===== config.mk =====
export PLATFORM = sky130hd
export DESIGN_NAME = lcd_frame_reader
export DESIGN_NICKNAME = d
export VERILOG_FILES = /design/src/rtl/lcd_frame_reader.sv
export SDC_FILE = /design/constraint.sdc
export NUM_CORES = 1
export LEC_CHECK = 0
export ABC_AREA = 0
export BUFFER_PORTS_ARGS = -buffer_cell sky130_fd_sc_hd__buf_2
export CORE_MARGIN = 2
export CORE_UTILIZATION = 36
export DETAILED_ROUTE_END_ITERATION = 6
export MAX_ROUTING_LAYER = met4
export SLEW_MARGIN = 10
export SYNTH_ARGS = -nofsm -noshare
export SYNTH_HDL_FRONTEND = slang
export SYNTH_SLANG_ARGS = --single-unit
export TNS_END_PERCENT = 5

===== constraint.sdc =====
create_clock -name clk_lcd -period 9.9 [get_ports clk_lcd]
set_input_delay 0.495 -clock clk_lcd [delete_from_list [all_inputs] [get_ports clk_lcd]]
set_output_delay 0.495 -clock clk_lcd [all_outputs]
set_load 0.02 [all_outputs]

===== src/rtl/lcd_frame_reader.sv =====
// lcd_frame_reader: burst prefetch of 96-bit frame words from SDRAM
// into a first-word-fall-through FIFO feeding the LCD pixel driver.
module lcd_frame_reader #(
    parameter int BASE_ADDR   = 0,
    parameter int FRAME_WORDS = 32640,
    parameter int ADDR_W      = 24,
    parameter int FIFO_DEPTH  = 8,
    parameter int BURST       = 4
) (
    input  logic                          clk_lcd,
    input  logic                          lcd_rst_n,
    input  logic                          sdr_addr_set,
    input  logic                          lcd_rden,
    output logic [95:0]                   lcd_data,
    output logic                          mem_rd_req,
    output logic [ADDR_W-1:0]             mem_rd_addr,
    input  logic                          mem_rd_ack,
    input  logic                          mem_rd_valid,
    input  logic [95:0]                   mem_rd_data,
    output logic [$clog2(FIFO_DEPTH):0]   fifo_level,
    output logic                          frame_done,
    output logic                          underflow,
    output logic                          proto_err
);

    localparam int PTR_W = $clog2(FIFO_DEPTH);
    localparam int LVL_W = PTR_W + 1;
    localparam int WL_W  = $clog2(FRAME_WORDS + 1);

    localparam logic [LVL_W-1:0]  BURST_L = LVL_W'(BURST);
    localparam logic [LVL_W-1:0]  ONE_L   = LVL_W'(1);
    localparam logic [LVL_W:0]    DEPTH_X = (LVL_W + 1)'(FIFO_DEPTH);
    localparam logic [WL_W-1:0]   FRAME_L = WL_W'(FRAME_WORDS);
    localparam logic [WL_W-1:0]   BURST_W = WL_W'(BURST);
    localparam logic [ADDR_W-1:0] BASE_L  = ADDR_W'(BASE_ADDR);
    localparam logic [ADDR_W-1:0] BURST_A = ADDR_W'(BURST);

    typedef enum logic [1:0] {
        IDLE,
        REQ,
        WAIT,
        DRAIN
    } state_t;

    state_t            state;
    logic [WL_W-1:0]   words_left;
    logic [LVL_W-1:0]  outstanding;
    logic [95:0]       mem [FIFO_DEPTH];
    logic [PTR_W-1:0]  rd_ptr;
    logic [PTR_W-1:0]  wr_ptr;
    logic [LVL_W:0]    free;
    logic              push;
    logic              pop;
    logic              stray;
    logic              last_beat;

    // Credit: room left once every acked beat has landed.
    always_comb begin
        free      = DEPTH_X - {1'b0, fifo_level} - {1'b0, outstanding};
        push      = (state == WAIT) && mem_rd_valid && !sdr_addr_set;
        pop       = lcd_rden && (fifo_level != '0) && !sdr_addr_set;
        stray     = mem_rd_valid && (outstanding == '0)
                    && ((state == IDLE) || (state == REQ));
        last_beat = mem_rd_valid && (outstanding == ONE_L);
        lcd_data  = (fifo_level != '0) ? mem[rd_ptr] : '0;
    end

    // Request sequencer: issue bursts, track beats, rewind on restart.
    always_ff @(posedge clk_lcd or negedge lcd_rst_n) begin
        if (!lcd_rst_n) begin
            state       <= IDLE;
            mem_rd_req  <= 1'b0;
            mem_rd_addr <= BASE_L;
            words_left  <= FRAME_L;
            outstanding <= '0;
            frame_done  <= 1'b0;
        end else begin
            if (sdr_addr_set) begin
                mem_rd_addr <= BASE_L;
                words_left  <= FRAME_L;
                frame_done  <= 1'b0;
            end
            unique case (state)
                IDLE: begin
                    if (!sdr_addr_set) begin
                        if (words_left == '0) begin
                            frame_done <= 1'b1;
                        end else if (free >= {1'b0, BURST_L}) begin
                            state      <= REQ;
                            mem_rd_req <= 1'b1;
                        end
                    end
                end
                REQ: begin
                    if (mem_rd_ack) begin
                        mem_rd_req  <= 1'b0;
                        outstanding <= BURST_L;
                        if (sdr_addr_set) begin
                            state <= DRAIN;
                        end else begin
                            state       <= WAIT;
                            mem_rd_addr <= mem_rd_addr + BURST_A;
                            words_left  <= words_left - BURST_W;
                            frame_done  <= (words_left == BURST_W);
                        end
                    end else if (sdr_addr_set) begin
                        mem_rd_req <= 1'b0;
                        state      <= IDLE;
                    end
                end
                WAIT, DRAIN: begin
                    if (mem_rd_valid) begin
                        outstanding <= outstanding - ONE_L;
                    end
                    if (last_beat) begin
                        state <= IDLE;
                    end else if (sdr_addr_set) begin
                        state <= DRAIN;
                    end
                end
            endcase
        end
    end

    // FIFO pointers, occupancy and sticky error flags.
    always_ff @(posedge clk_lcd or negedge lcd_rst_n) begin
        if (!lcd_rst_n) begin
            rd_ptr     <= '0;
            wr_ptr     <= '0;
            fifo_level <= '0;
            underflow  <= 1'b0;
            proto_err  <= 1'b0;
        end else begin
            if (sdr_addr_set) begin
                rd_ptr     <= '0;
                wr_ptr     <= '0;
                fifo_level <= '0;
            end else begin
                if (push) begin
                    wr_ptr <= wr_ptr + PTR_W'(1);
                end
                if (pop) begin
                    rd_ptr <= rd_ptr + PTR_W'(1);
                end
                unique case ({push, pop})
                    2'b10:   fifo_level <= fifo_level + ONE_L;
                    2'b01:   fifo_level <= fifo_level - ONE_L;
                    default: fifo_level <= fifo_level;
                endcase
                if (lcd_rden && (fifo_level == '0)) begin
                    underflow <= 1'b1;
                end
            end
            if (stray) begin
                proto_err <= 1'b1;
            end
        end
    end

    // FIFO storage; contents are masked by the level, so no reset.
    always_ff @(posedge clk_lcd) begin
        if (push) begin
            mem[wr_ptr] <= mem_rd_data;
        end
    end

endmodule


Word level (Yosys, flattened, before mapping)
Memory sizes are Yosys's and may differ from the RTL's.
Index checks and enable logic that the tools add are counted.

word-level totals
  register bits after elaboration = 59
  memory bits (writable) = 768
  input port bits = 102
  output and inout port bits = 128
  word-level logic and storage cells = 103
  memories = 1

memories
  memory  depth  bits a word  read ports  clocked after memory_dff  write ports  RTL line  text
  mem     8      96           1           0                         1            48        logic [95:0] mem [FIFO_DEPTH];

cells by class
  add/subtract/negate cells = 9
  magnitude comparators = 1
  eq/ne operators = 14
  muxes and demuxes = 41
  bitwise operators = 1
  reductions and logical operators = 25

operators with widths
  operator                 count
  $mux W24                 4
  $mux W96                 1
  $mux W15                 4
  $add A24 B3 Y24 const B  1
  $pmux W4 S2              2
  $eq A15 B3 Y1 const B    1
  $logic_not A15 Y1        1
  $sub A15 B3 Y15 const B  1
  $mux W2                  7
  $mux W1                  13
  $mux W3                  4
  $mux W4                  3
  $reduce_and A5 Y1        2
  $logic_and A1 B1 Y1      8
  $logic_not A4 Y1         2
  $ne A2 B2 Y1 const B     4
  $reduce_bool A2 Y1       4
  $sub A4 B1 Y4 const B    2
  $add A3 B1 Y3 const B    2
  $eq A2 B2 Y1 const B     3
  $ne A3 B3 Y1 const B     2
  $pmux W2 S3              1
  $ge A5 B3 Y1 const B     1
  $sub A4 B4 Y5 const A    1
  other kinds (15)         17

Logic depth before layout (Yosys ltp)
Gate-level depths: netlist of the first run.

  depth in word-level cells = 7
  mapped depth = 9

Least setup slack after synthesis of the first run
OpenSTA, ideal clock, no wires.

  path type = flip-flop to flip-flop
  start = register state[0]
  end = memory mem[0][0], enable pin
  setup time = 668 ps
  arrival = 7615 ps
  data required time = 9232 ps
  path slack = 1617 ps
  cell stages (with the launch flop) = 5
  path buffers = 1
  clock period less this slack = 8283 ps
  cells stage by stage = dfrtp_1 -> clkbuf_1 -> nand3b_1 -> or3_1 -> nor3_1

on the way
  word-level cells in the longest chain between the ends = 5

RTL lines
  what                               RTL line  text
  from (decl)                        45        state_t state;
  from (signal assigned)             71        state <= IDLE;
  from (signal assigned)             89        state <= REQ;
  from (signal assigned)             99        state <= DRAIN;
  $eq A2 B2 Y1                       60        push = (state == WAIT) && mem_rd_valid && !sdr_addr_set;
  $logic_and A1 B1 Y1 (2 in series)  60
  $mux W1                            162       if (push) begin
  $mux W1 (implied by the code)      163       mem[wr_ptr] <= mem_rd_data;
  to (decl)                          48

No other way between the ends.

Worst setup path in the final report of the first run
  start = register rd_ptr[0]
  end = output port lcd_data[60]

on the way
  word-level cells in the longest chain between the ends = 2

RTL lines
  what                    RTL line  text
  from (decl)             49        logic [PTR_W-1:0] rd_ptr;
  from (signal assigned)  143       rd_ptr <= rd_ptr + PTR_W'(1);
  $mem_v2 Z8 W96          -
  $mux W96                65        lcd_data = (fifo_level != '0) ? mem[rd_ptr] : '0;
  to (decl)               14        output logic [95:0] lcd_data,

No other way between the ends.

==> results of run 1 <==
[report_power, final]
group	total, mW	switching [mW]	internal [mW]	leakage [nW]
Combinational	2.47	1.46	1.01	3.15
Clock	3.22	1.32	1.90	1.36
Sequential	4.02	0.132	3.89	7.67
[how the worst max path moves through the flow]
stage                         to          from  cells after the start  slack (ns)
finish              lcd_data[60]     rd_ptr[0]                      5        5.65
global route        lcd_data[95]     rd_ptr[0]                      5        5.29
CTS                 lcd_data[95]     rd_ptr[0]                      5        5.51
detailed placement    mem[1][59]  sdr_addr_set                      6        6.14
global placement      mem[1][59]  sdr_addr_set                      6        6.21
floorplan              mem[0][0]      state[0]                      4        1.62
[placed cells by master, fill, tap and decap left out, types with 20 or more instances in the layout]
master and n:
dfrtp_1 48, edfxtp_1 768, mux2i_1 99, nand3_1 20, buf_4 26, mux4_2 192
buf_2 229, nor2_1 131, clkbuf_16 88, nand2_1 29
[metrics by stage]
step / hold WS [ns] / cell area (um^2) / instances / setup slack (ns) / util, %
after floorplan: 0.199 / 32200 / 1560 / 1.62 / -
after global placement: 0.454 / 34800 / 2902 / 6.21 / 39.3
after detailed placement: 0.456 / 34800 / 2902 / 6.14 / 39.3
after CTS: 0.0301 / 37600 / 3050 / 5.51 / 42.5
after global routing: 0.0798 / 37700 / 3059 / 5.29 / 42.5
final: 0.0239 / 37700 / 3059 / 5.65 / 42.5
[logic make-up after synthesis]
logic type / share of synthesized area [%]
compound gates: 0.931
xor+xnor: 0.760
fa+ha+maj: 0.823
buf+inv: 1.18
flops: 76.1
mux: 16.5
simple gates: 3.66
[registers in the layout, summed over array words and instances, names as in the netlist]
register / count
mem: 768
fifo_level: 4
underflow: 1
frame_done: 1
outstanding: 4
words_left: 15
mem_rd_addr: 24
wr_ptr: 3
mem_rd_req: 1
proto_err: 1
rd_ptr: 3
state: 2
[cell type report]
type                       instances  area (um^2)
antenna                            9         22.5
clock buffer                     106         2270
multi-input combinational        639         7380
clock inverter                    42          554
sequential                       827        24600
inverter                          15         56.3
tap                             1165         1460
fill                            7671        50900
timing repair buffer             256         1360
[worst register-to-register path, delay by kind of cell, from the launching register on]
kind                   cells  cell delay (ns)
AND/OR/NAND/NOR            3             1.61
buffers and inverters      1             0.75
flip-flops                 1             0.57
[per-layer routing]
metal / vias to the layer above / wire length, um
met3: 94 / 3670
met5: - / 0
li1: 6883 / -
met1: 8240 / 29300
met4: 0 / 1290
met2: 359 / 35300
==> metrics.md, run 1 <==
| Metric | Value |
|---|---|
| Synth top cells by count | `768 x edfxtp_1, 192 x mux4_2, 137 x nor2_1` |
| Final Hold Viols | `0` |
| Final Max Slew Viols | `0` |
| Layout cells sized above 1 | `31.4%` |
| Total track usage | `15.6%` |
| Initial core utilization | `36.4%` |
| Drt pass-1 iters | `4` |
| Reg-to-reg startpoint | `state[1]` |
| Drt drc | `0` |
| Fin Setup TNS | `0 ns` |
| Remaining antenna violation count after routing | `0` |
| Max FO, Critical Path | `50` |
| Post-Syn Area per Cell | `20.7 um^2` |
| Req. time, crit path | `9.41 ns` |
| Initial antenna violation count | `10` |
| Top-count cell post-synth | `edfxtp_1` |
| Average wire per standard cell | `22.7 um` |
| CTS tree | `yes` |
| Sink Count | `827` |
| Global route total overflow | `0` |
| Total wire length | `69.6 mm` |
| Met2 Use GR | `25.9%` |
| Vias | `15600` |
| FF-to-FF End | `mem[1][57]` |
| Postcts setup bufs | `0` |
| Drt first-iter violations | `1088` |
| Resized cells post-CTS | `0` |
| Run status | `complete, no violations` |
| Cells after Synth | `1560` |
| Worst reg2reg path depth | `4` |
| CTS Buf Count | `87` |
| Rows | `109` |
| Cell variety after synth | `53` |
| Routing usage on met1 | `19.4%` |
| DR vias/cell | `5.09` |
| Crit-path max cell delay | `0.99 ns` |
| Top cell type by total area after synthesis | `edfxtp_1` |
| Clk_lat worst skew | `0.65 ns` |
| VDD IR max | `0.240 mV` |
| CP Cell Sequence | `buf_4 -> mux4_2 -> mux2i_1 -> nor2_1 -> buf_2` |
| GRT Max-Usage Layer | `met2` |
| Top-level port count | `230` |
| Die width | `303 um` |
| Root Driver | `clkbuf_16` |
| Pleak | `12.2 nW` |
| Final Wtd Congestion | `0.745` |
| Async SR Flop Fraction | `7.13%` |
| Slew headroom | `23.5%` |
| Most used DFF post-synth | `edfxtp_1` |
| Synth Register Bits | `827` |
| Tmin final | `4.25 ns` |
| CP Buf/Inv Count | `2` |
| DPL Wire Length | `37.6 mm` |
| Post-layout net count | `1948` |
| Total Power | `9.71 mW` |
| Max frequency | `236 MHz` |
| Final setup viols | `0` |
| RSZ-0062 raised after global routing | `no` |
| Sequential area share after synthesis | `76.1%` |
| Hold-fix buffers, CTS | `0` |
| Critical path arrival | `3.75 ns` |
| First-pass GRT wire length | `104 mm` |
| CP endpoint kind | `primary output` |
| Die Ht | `303 um` |
| Slowest cell on the critical path | `dfrtp_4` |
| Max clock buf depth | `3` |
| Crit share post-route | `42.9%` |
| PwrDens | `258 nW/um^2` |
| Yosys top cell area share | `71.5%` |
| Core area | `88500 um^2` |
| Crit Path Class | `flip-flop to primary output` |
| Synth Warn # | `0` |
| # H-tree levels | `3` |
| Syn Std Cell Area | `32200 um^2` |
| Startpoint types | `flip-flop` |
| R2r setup slk | `6.53 ns` |
| IO buf count | `229` |
| M3 GR Usage | `3.41%` |
| Clock transition at path regs | `0.06 ns` |
| Syn Nets | `1682` |
| Max cap viols | `0` |
| Number of global-route vias before repair | `16500` |
| Slew @ Worst Pin | `1.14 ns` |
| Synth area leaders | `edfxtp_1 72%, mux4_2 13%, dfrtp_1 4.0%` |
| Post-synth EDFFs | `768` |
| Layout area overhead | `16.8%` |
| Largest net degree at the start of global routing | `105` |
| Die area | `92000 um^2` |
| Top delay family on crit path | `buffers and inverters` |
| Final Skew | `0.0349 ns` |
| Hold WC Path Type | `primary input to asynchronous set/reset pin` |
No activity file was read; power rests on OpenSTA's default activity.
==> run 2: changes to the inputs <==
--- a/config.mk
+++ b/config.mk
@@ -5,7 +5,7 @@
 export SDC_FILE = /design/constraint.sdc
 export NUM_CORES = 1
 export LEC_CHECK = 0
-export ABC_AREA = 0
+export ABC_AREA = 1
 export BUFFER_PORTS_ARGS = -buffer_cell sky130_fd_sc_hd__buf_2
 export CORE_MARGIN = 2
 export CORE_UTILIZATION = 36
==> constraint.sdc (replaced) <==
create_clock -name clk_lcd -period 3.97 [get_ports clk_lcd]
set_input_delay 0.1985 -clock clk_lcd [delete_from_list [all_inputs] [get_ports clk_lcd]]
set_output_delay 0.1985 -clock clk_lcd [all_outputs]
set_load 0.02 [all_outputs]
==> metrics.md, run 2 <==
| Metric | Value |
|---|---|
| CP endpoint kind | `primary output` |
| Top-count cell post-synth | `nor2_1` |
| Worst reg2reg path depth | `7 (+3)` |
| FF-to-FF End | `mem[1][60]` |
| Final Wtd Congestion | `0.793 (+6.5%)` |
| Vias | `21700 (+39%)` |
| PwrDens | `644 nW/um^2 (+150%)` |
| Sink Count | `827 (unchanged)` |
| Initial core utilization | `36.3% (-0.11 points)` |
| Average wire per standard cell | `19.0 um (-17%)` |
| Pleak | `14.1 nW (+16%)` |
| Crit Path Class | `flip-flop to primary output` |
| Max clock buf depth | `3 (unchanged)` |
| Initial antenna violation count | `1 (-9)` |
| Core area | `91800 um^2 (+3.7%)` |
| Reg-to-reg startpoint | `state[1]` |
| Max frequency | `278 MHz` |
| R2r setup slk | `1.26 ns (-5.27 ns)` |
| Critical path arrival | `3.39 ns (-0.36 ns)` |
| Commonest non-fill, non-tap cell in the layout | `nor2_1` |
| Synth top cells by count | `823 x nor2_1, 768 x edfxtp_1, 377 x o21ai_0` |
| Most used DFF post-synth | `edfxtp_1` |
| Total track usage | `17.6% (+2.0 points)` |
| Root Driver | `clkbuf_16` |
| Run status | `complete, no violations` |
| Post-Syn Area per Cell | `12.4 um^2 (-40%)` |
| Async SR Flop Fraction | `7.13% (unchanged)` |
| CTS tree | `yes` |
| Final Max Slew Viols | `0 (unchanged)` |
| Post-synth EDFFs | `768 (unchanged)` |
| Slew @ Worst Pin | `1.06 ns (-0.0803 ns)` |
| Remaining antenna violation count after routing | `0 (unchanged)` |
| First-pass GRT wire length | `125 mm (+21%)` |
| Die Ht | `308 um (+1.7%)` |
| Tmin final | `3.59 ns` |
| Fin Setup TNS | `0 ns (unchanged)` |
| Dpl ws | `1.06 ns (-5.08 ns)` |
| VDD IR max | `0.520 mV (+120%)` |
| Leading cell types in the layout, fill and taps excluded | `815 x nor2_1, 768 x edfxtp_1, 377 x o21ai_0` |
| Global route total overflow | `0 (unchanged)` |
| Rows | `111 (+1.8%)` |
| Sequential share of power | `38.7% (-2.7 points)` |
| IO buf count | `229 (unchanged)` |
| Cells after Synth | `2700 (+73%)` |
| Cell variety after synth | `36 (-32%)` |
| Final hold slack | `0.192 ns (+0.168 ns)` |
| Number of global-route vias before repair | `20900 (+27%)` |
| Die width | `308 um (+1.7%)` |
| Pint | `17.0 mW (+150%)` |
| Max reg flops | `768 (unchanged)` |
| Die area | `95100 um^2 (+3.4%)` |
| Syn Std Cell Area | `33300 um^2 (+3.4%)` |
| Net switching power | `8.71 mW (+200%)` |
| Synth area leaders | `edfxtp_1 69%, nor2_1 9.3%, o21ai_0 5.7%` |
| Post-layout net count | `3122 (+60%)` |
| Clk_lat worst skew | `0.67 ns (+0.02 ns)` |
| Max cap viols | `0 (unchanged)` |
| Hold-fix buffers, CTS | `102 (+102)` |
| DPL Wire Length | `43.4 mm (+15%)` |
| Combinational power share | `28.2% (+2.8 points)` |
| Slew headroom | `29.5% (+6.1 points)` |
| Syn Nets | `2822 (+68%)` |
| Yosys top cell area share | `69.2% (-2.4 points)` |
| Synth Warn # | `0 (unchanged)` |
| Layout cells sized above 1 | `14.2% (-17 points)` |
| Most flop-heavy register | `mem` |
| Resized cells post-CTS | `0 (unchanged)` |
| Total wire length | `81.9 mm (+18%)` |
| RSZ-0062 raised after global routing | `no` |
| Clock transition at path regs | `0.06 ns (about the same)` |
| Largest net degree at the start of global routing | `148 (+41%)` |
| Hold WC Path Type | `primary input to asynchronous set/reset pin` |
| Final Skew | `0.0300 ns (-0.00492 ns)` |
| Drt pass-1 iters | `7 (+3)` |
| DR vias/cell | `5.02 (-1.5%)` |
| Utilization after layout | `43.5% (+0.95 points)` |
| # H-tree levels | `3 (unchanged)` |
| Req. time, crit path | `3.77 ns (-5.64 ns)` |
| Layout area overhead | `19.7%` |
| Final Hold Viols | `0 (unchanged)` |
| Placed Area | `35900 um^2 (+3.0%)` |
| Postcts setup bufs | `0 (unchanged)` |
| Clk network pwr share | `33.1% (about the same)` |
| Switching part of the total | `33.9% (+3.9 points)` |
| Synth Register Bits | `827 (unchanged)` |
| Startpoint types | `flip-flop` |
| Max FO, Critical Path | `67 (+34%)` |
| CTS Buf Count | `90 (+3.4%)` |
| Drt first-iter violations | `1958 (+80%)` |
| Post-route cell area | `39900 um^2 (+6.0%)` |
| Crit share post-route | `90.5%` |
| Top-level port count | `230 (unchanged)` |
| Top flop regs | `mem x768, mem_rd_addr x24, words_left x15` |
| Final setup viols | `0 (unchanged)` |
| Top cell type by total area after synthesis | `edfxtp_1` |
| Sequential area share after synthesis | `73.6% (-2.5 points)` |
| Drt drc | `0 (unchanged)` |
| Setup WS post-layout | `0.379 ns (-5.28 ns)` |
==> run 2: changes by cell type after synthesis, moves of 17 or more <==
cell / change
clkbuf_1: +44
inv_1: +45
xor2_1: -17
o21ai_1: +129
nor2_1: +686
buf_2: +18
mux4_2: -192
buf_6: +20
o21ai_0: +366
nand2_1: +69
o32ai_1: +96
mux2i_1: -99
==> run 2: area by class of cell <==
| class | instances | area [um^2] |
|---|---|---|
| diodes | 2 | 5.00 |
| clock buffers | 111 | 2420 |
| clock inverters | 54 | 607 |
| fillers | 8391 | 51900 |
| inverters | 63 | 251 |
| multi-input cells | 1644 | 7750 |
| flip-flops and latches | 827 | 24600 |
| well taps | 1243 | 1560 |
| repair buffers | 374 | 2780 |
==> run 2: power by group through the flow <==
stage,combinational [mW],clock (mW),sequential (mW)
2_1_floorplan,5.01,0,10.1
3_3_place_gp,7.21,0,10.1
3_5_place_dp,7.24,0,10.1
4_1_cts,7.37,8.69,9.95
5_1_grt,8.07,9.00,9.98
6_report,7.25,8.51,9.95
==> run 2: worst max path at each step <==
stage	startpoint	end	slack, ns	depth (start not counted)
after CTS	rd_ptr[2]	lcd_data[42]	0.30	5
after floorplan	state[1]	mem[0][0]	-1.59	6
after global placement	rd_ptr[2]	lcd_data[42]	1.08	5
after detailed placement	rd_ptr[2]	lcd_data[42]	1.06	5
after global routing	rd_ptr[2]	lcd_data[49]	0.22	5
final	rd_ptr[2]	lcd_data[37]	0.38	5
==> run 2: cell families after synthesis <==
group / after synthesis / share of synthesized area, %
AND/OR/NAND/NOR: 982 / 11.4
flip-flops: 827 / 73.6
AO/OA/AOI/OAI: 641 / 10.8
buffers and inverters: 229 / 3.37
adder cells (fa/ha/maj): 20 / 0.795
XOR/XNOR: 1 / 0.0263
==> run 2: routing by layer <==
metal / GRT usage (%) / part of all wire (%)
met5: - / 0
met4: 4.70 / 1.9
met3: 2.49 / 4.3
met2: 29.1 / 50
met1: 22.7 / 44
==> run 2: worst max-delay path, stage by stage, from the launching register on <==
cell	delay [ns]
dfrtp_4	0.64
inv_4	0.77
buf_4	0.53
o21ai_0	0.16
nor2_1	0.26
buf_2	0.22
==> run 2: metrics by stage <==
step                total power [mW]  instances
global placement                17.3       4049
detailed placement              17.4       4049
finish                          25.7       4318
CTS                             26.0       4316
global route                    27.0       4317
floorplan                       15.1       2700
==> run 3: changes to the inputs <==
--- a/config.mk
+++ b/config.mk
@@ -10,6 +10,7 @@
 export CORE_MARGIN = 2
 export CORE_UTILIZATION = 36
 export DETAILED_ROUTE_END_ITERATION = 6
+export HOLD_SLACK_MARGIN = 0.06
 export MAX_ROUTING_LAYER = met4
 export SLEW_MARGIN = 10
 export SYNTH_ARGS = -nofsm -noshare
==> constraint.sdc (replaced) <==
create_clock -name clk_lcd -period 3.97 [get_ports clk_lcd]
set_input_delay 0.1985 -clock clk_lcd [delete_from_list [all_inputs] [get_ports clk_lcd]]
set_output_delay 0.1985 -clock clk_lcd [all_outputs]
set_load 0.05 [all_outputs]
==> metrics.md, run 3 (same netlist as run 2, synthesis figures left out) <==
| Metric | Value |
|---|---|
| Largest net degree at the start of global routing | `240 (+62%)` |
| Core area | `91800 um^2 (unchanged)` |
| Crit share post-route | `88.4% (-2.1 points)` |
| CP Cell Sequence | `buf_12 -> nor2_1 -> o32ai_1 -> nor2_1 -> nor2_1 -> buf_2` |
| Average wire per standard cell | `18.8 um (-0.84%)` |
| Area of the multi-input gates | `7750 um^2 (unchanged)` |
| Commonest non-fill, non-tap cell in the layout | `nor2_1` |
| Top flop regs | `mem x768, mem_rd_addr x24, words_left x15` |
| Most flop-heavy register | `mem` |
| Slowest cell on the critical path | `dfrtp_4` |
| Crit Path Class | `flip-flop to primary output` |
| Leading cell types in the layout, fill and taps excluded | `815 x nor2_1, 768 x edfxtp_1, 377 x o21ai_0` |
| Postcts setup bufs | `0 (unchanged)` |
| Die Ht | `308 um (unchanged)` |
| Sink Count | `827 (unchanged)` |
| Max reg flops | `768 (unchanged)` |
| Top Metal Used | `met4` |
| Pleak | `14.0 nW (-0.45%)` |
| Req. time, crit path | `3.77 ns (about the same)` |
| Layout area overhead | `19.4%` |
| Post-layout net count | `3121 (-0.032%)` |
| Hold WC Path Type | `primary input to asynchronous set/reset pin` |
| WL met1 | `35.1 mm (-2.8%)` |
| Slew @ Worst Pin | `1.46 ns (+0.404 ns)` |
| Final setup viols | `0 (unchanged)` |
| Reg area | `24600 um^2 (unchanged)` |
| Hold-fix buffers, CTS | `101 (-0.98%)` |
| Max cap viols | `0 (unchanged)` |
| Total track usage | `17.5% (-0.082 points)` |
| DPL Wire Length | `41.3 mm (-5.0%)` |
| Vias | `21500 (-0.64%)` |
| Final Wtd Congestion | `0.782 (-1.4%)` |
| Number of global-route vias before repair | `21000 (+0.48%)` |
| PwrDens | `685 nW/um^2 (+6.5%)` |
| CTS tree | `yes` |
| Run status | `complete, no violations` |
| Clk_lat worst skew | `0.66 ns (about the same)` |
| Max FO, Critical Path | `239 (+260%)` |
| Clock transition at path regs | `0.06 ns (about the same)` |
| Crit-path max cell delay | `0.49 ns (-0.28 ns)` |
| Remaining antenna violation count after routing | `0 (unchanged)` |
| CTS Buf Count | `89 (-1.1%)` |
| First-pass GRT wire length | `124 mm (-0.69%)` |
| Global route total overflow | `0 (unchanged)` |
| IO buf count | `229 (unchanged)` |
| Critical path arrival | `3.31 ns (-0.08 ns)` |
| Top-level port count | `230 (unchanged)` |
| Utilization after layout | `43.4% (-0.11 points)` |
| Tmin final | `3.51 ns (-0.0830 ns)` |
| Dpl ws | `1.09 ns (+0.0299 ns)` |
| Max frequency | `285 MHz (+2.4%)` |
| Fill cells | `8360 (-0.37%)` |
| Resized cells post-CTS | `0 (unchanged)` |
| FF-to-FF End | `mem[6][37]` |
| CP startpoint | `rd_ptr[0]` |
| R2r setup slk | `1.13 ns (-0.13 ns)` |
| Most frequent CP cell | `nor2_1` |
| Die area | `95100 um^2 (unchanged)` |
| Die width | `308 um (unchanged)` |
| Startpoint types | `flip-flop` |
| CP endpoint kind | `primary output` |
| Setup crit end | `lcd_data[65]` |
| Final Skew | `0.0224 ns (-0.00766 ns)` |
| Drt pass-1 iters | `5 (-2)` |
| Drt first-iter violations | `1757 (-10%)` |
| Rows | `111 (unchanged)` |
| Final Max Slew Viols | `0 (unchanged)` |
| Drt drc | `0 (unchanged)` |
| Detail Route met3 WL | `3.64 mm (+2.2%)` |
| RSZ-0062 raised after global routing | `no` |
| Worst reg2reg path depth | `7 (unchanged)` |
| Layout cells sized above 1 | `13.9% (-0.21 points)` |
| Slew headroom | `2.58% (-27 points)` |
| Final Hold Viols | `0 (unchanged)` |
| # H-tree levels | `3 (unchanged)` |
| Root Driver | `clkbuf_16` |
| Total wire length | `81.3 mm (-0.82%)` |
| DR vias/cell | `4.98 (-0.66%)` |
| Initial antenna violation count | `4 (+3)` |
| Initial core utilization | `36.3% (unchanged)` |
| VDD IR max | `0.557 mV (+7.1%)` |
| Max clock buf depth | `3 (unchanged)` |
| Met2 routed WL | `41.1 mm (+1.0%)` |
| Reg-to-reg startpoint | `state[1]` |
| Setup WS post-layout | `0.462 ns (+0.0830 ns)` |
## run 3: final cells by class
type | instances | share of cell area, %
Antenna cell | 6 | 0.0377
Clock buffer | 109 | 5.81
Clock inverter | 53 | 1.58
Inverter | 63 | 0.631
Multi-Input combinational cell | 1644 | 19.5
Sequential cell | 827 | 61.7
Tap cell | 1243 | 3.91
Timing Repair Buffer | 374 | 6.91
## run 3: worst min path at each step
stage | slack (ns) | start | cells after the start | endpoint
floorplan | -0.1 | lcd_rst_n | 0 | fifo_level[0]
global placement | 0.29 | lcd_rst_n | 1 | mem_rd_addr[18]
detailed placement | 0.29 | lcd_rst_n | 1 | mem_rd_addr[18]
CTS | 0.11 | lcd_rst_n | 2 | mem_rd_addr[18]
global route | 0.18 | lcd_rst_n | 2 | mem_rd_addr[21]
finish | 0.14 | lcd_rst_n | 2 | mem_rd_addr[21]
## run 3: worst max-delay path, delay by kind of cell, from the launching register on
family	cells	cell delay, ns
compound gates	1	0.33
buf+inv	2	0.82
simple gates	3	0.48
flops	1	0.49
## run 3: per-layer routing
metal / track usage (%) / vias to the layer above
met5: - / -
met4: 4.74 / 0
met1: 21.4 / 10700
met3: 2.80 / 103
met2: 30.1 / 453
li1: - / 10300
## run 3: metrics by stage
stage	TNS, ns	hold slack [ns]	total power [mW]	cell area [um^2]	instances
after global routing	0	0.182	28.7	39800	4317
final	0	0.136	27.3	39800	4319
after floorplan	-1217.46	-0.0971	16.8	33300	2700
after CTS	0	0.110	27.6	39800	4313
after global placement	0	0.293	19.1	35900	4050
after detailed placement	0	0.293	19.2	35900	4050
## run 3: report_power, final
group | internal, mW | leakage, nW | switching (mW)
clock network | 4.89 | 1.43 | 3.45
logic | 2.24 | 4.91 | 6.77
registers | 9.77 | 7.67 | 0.186
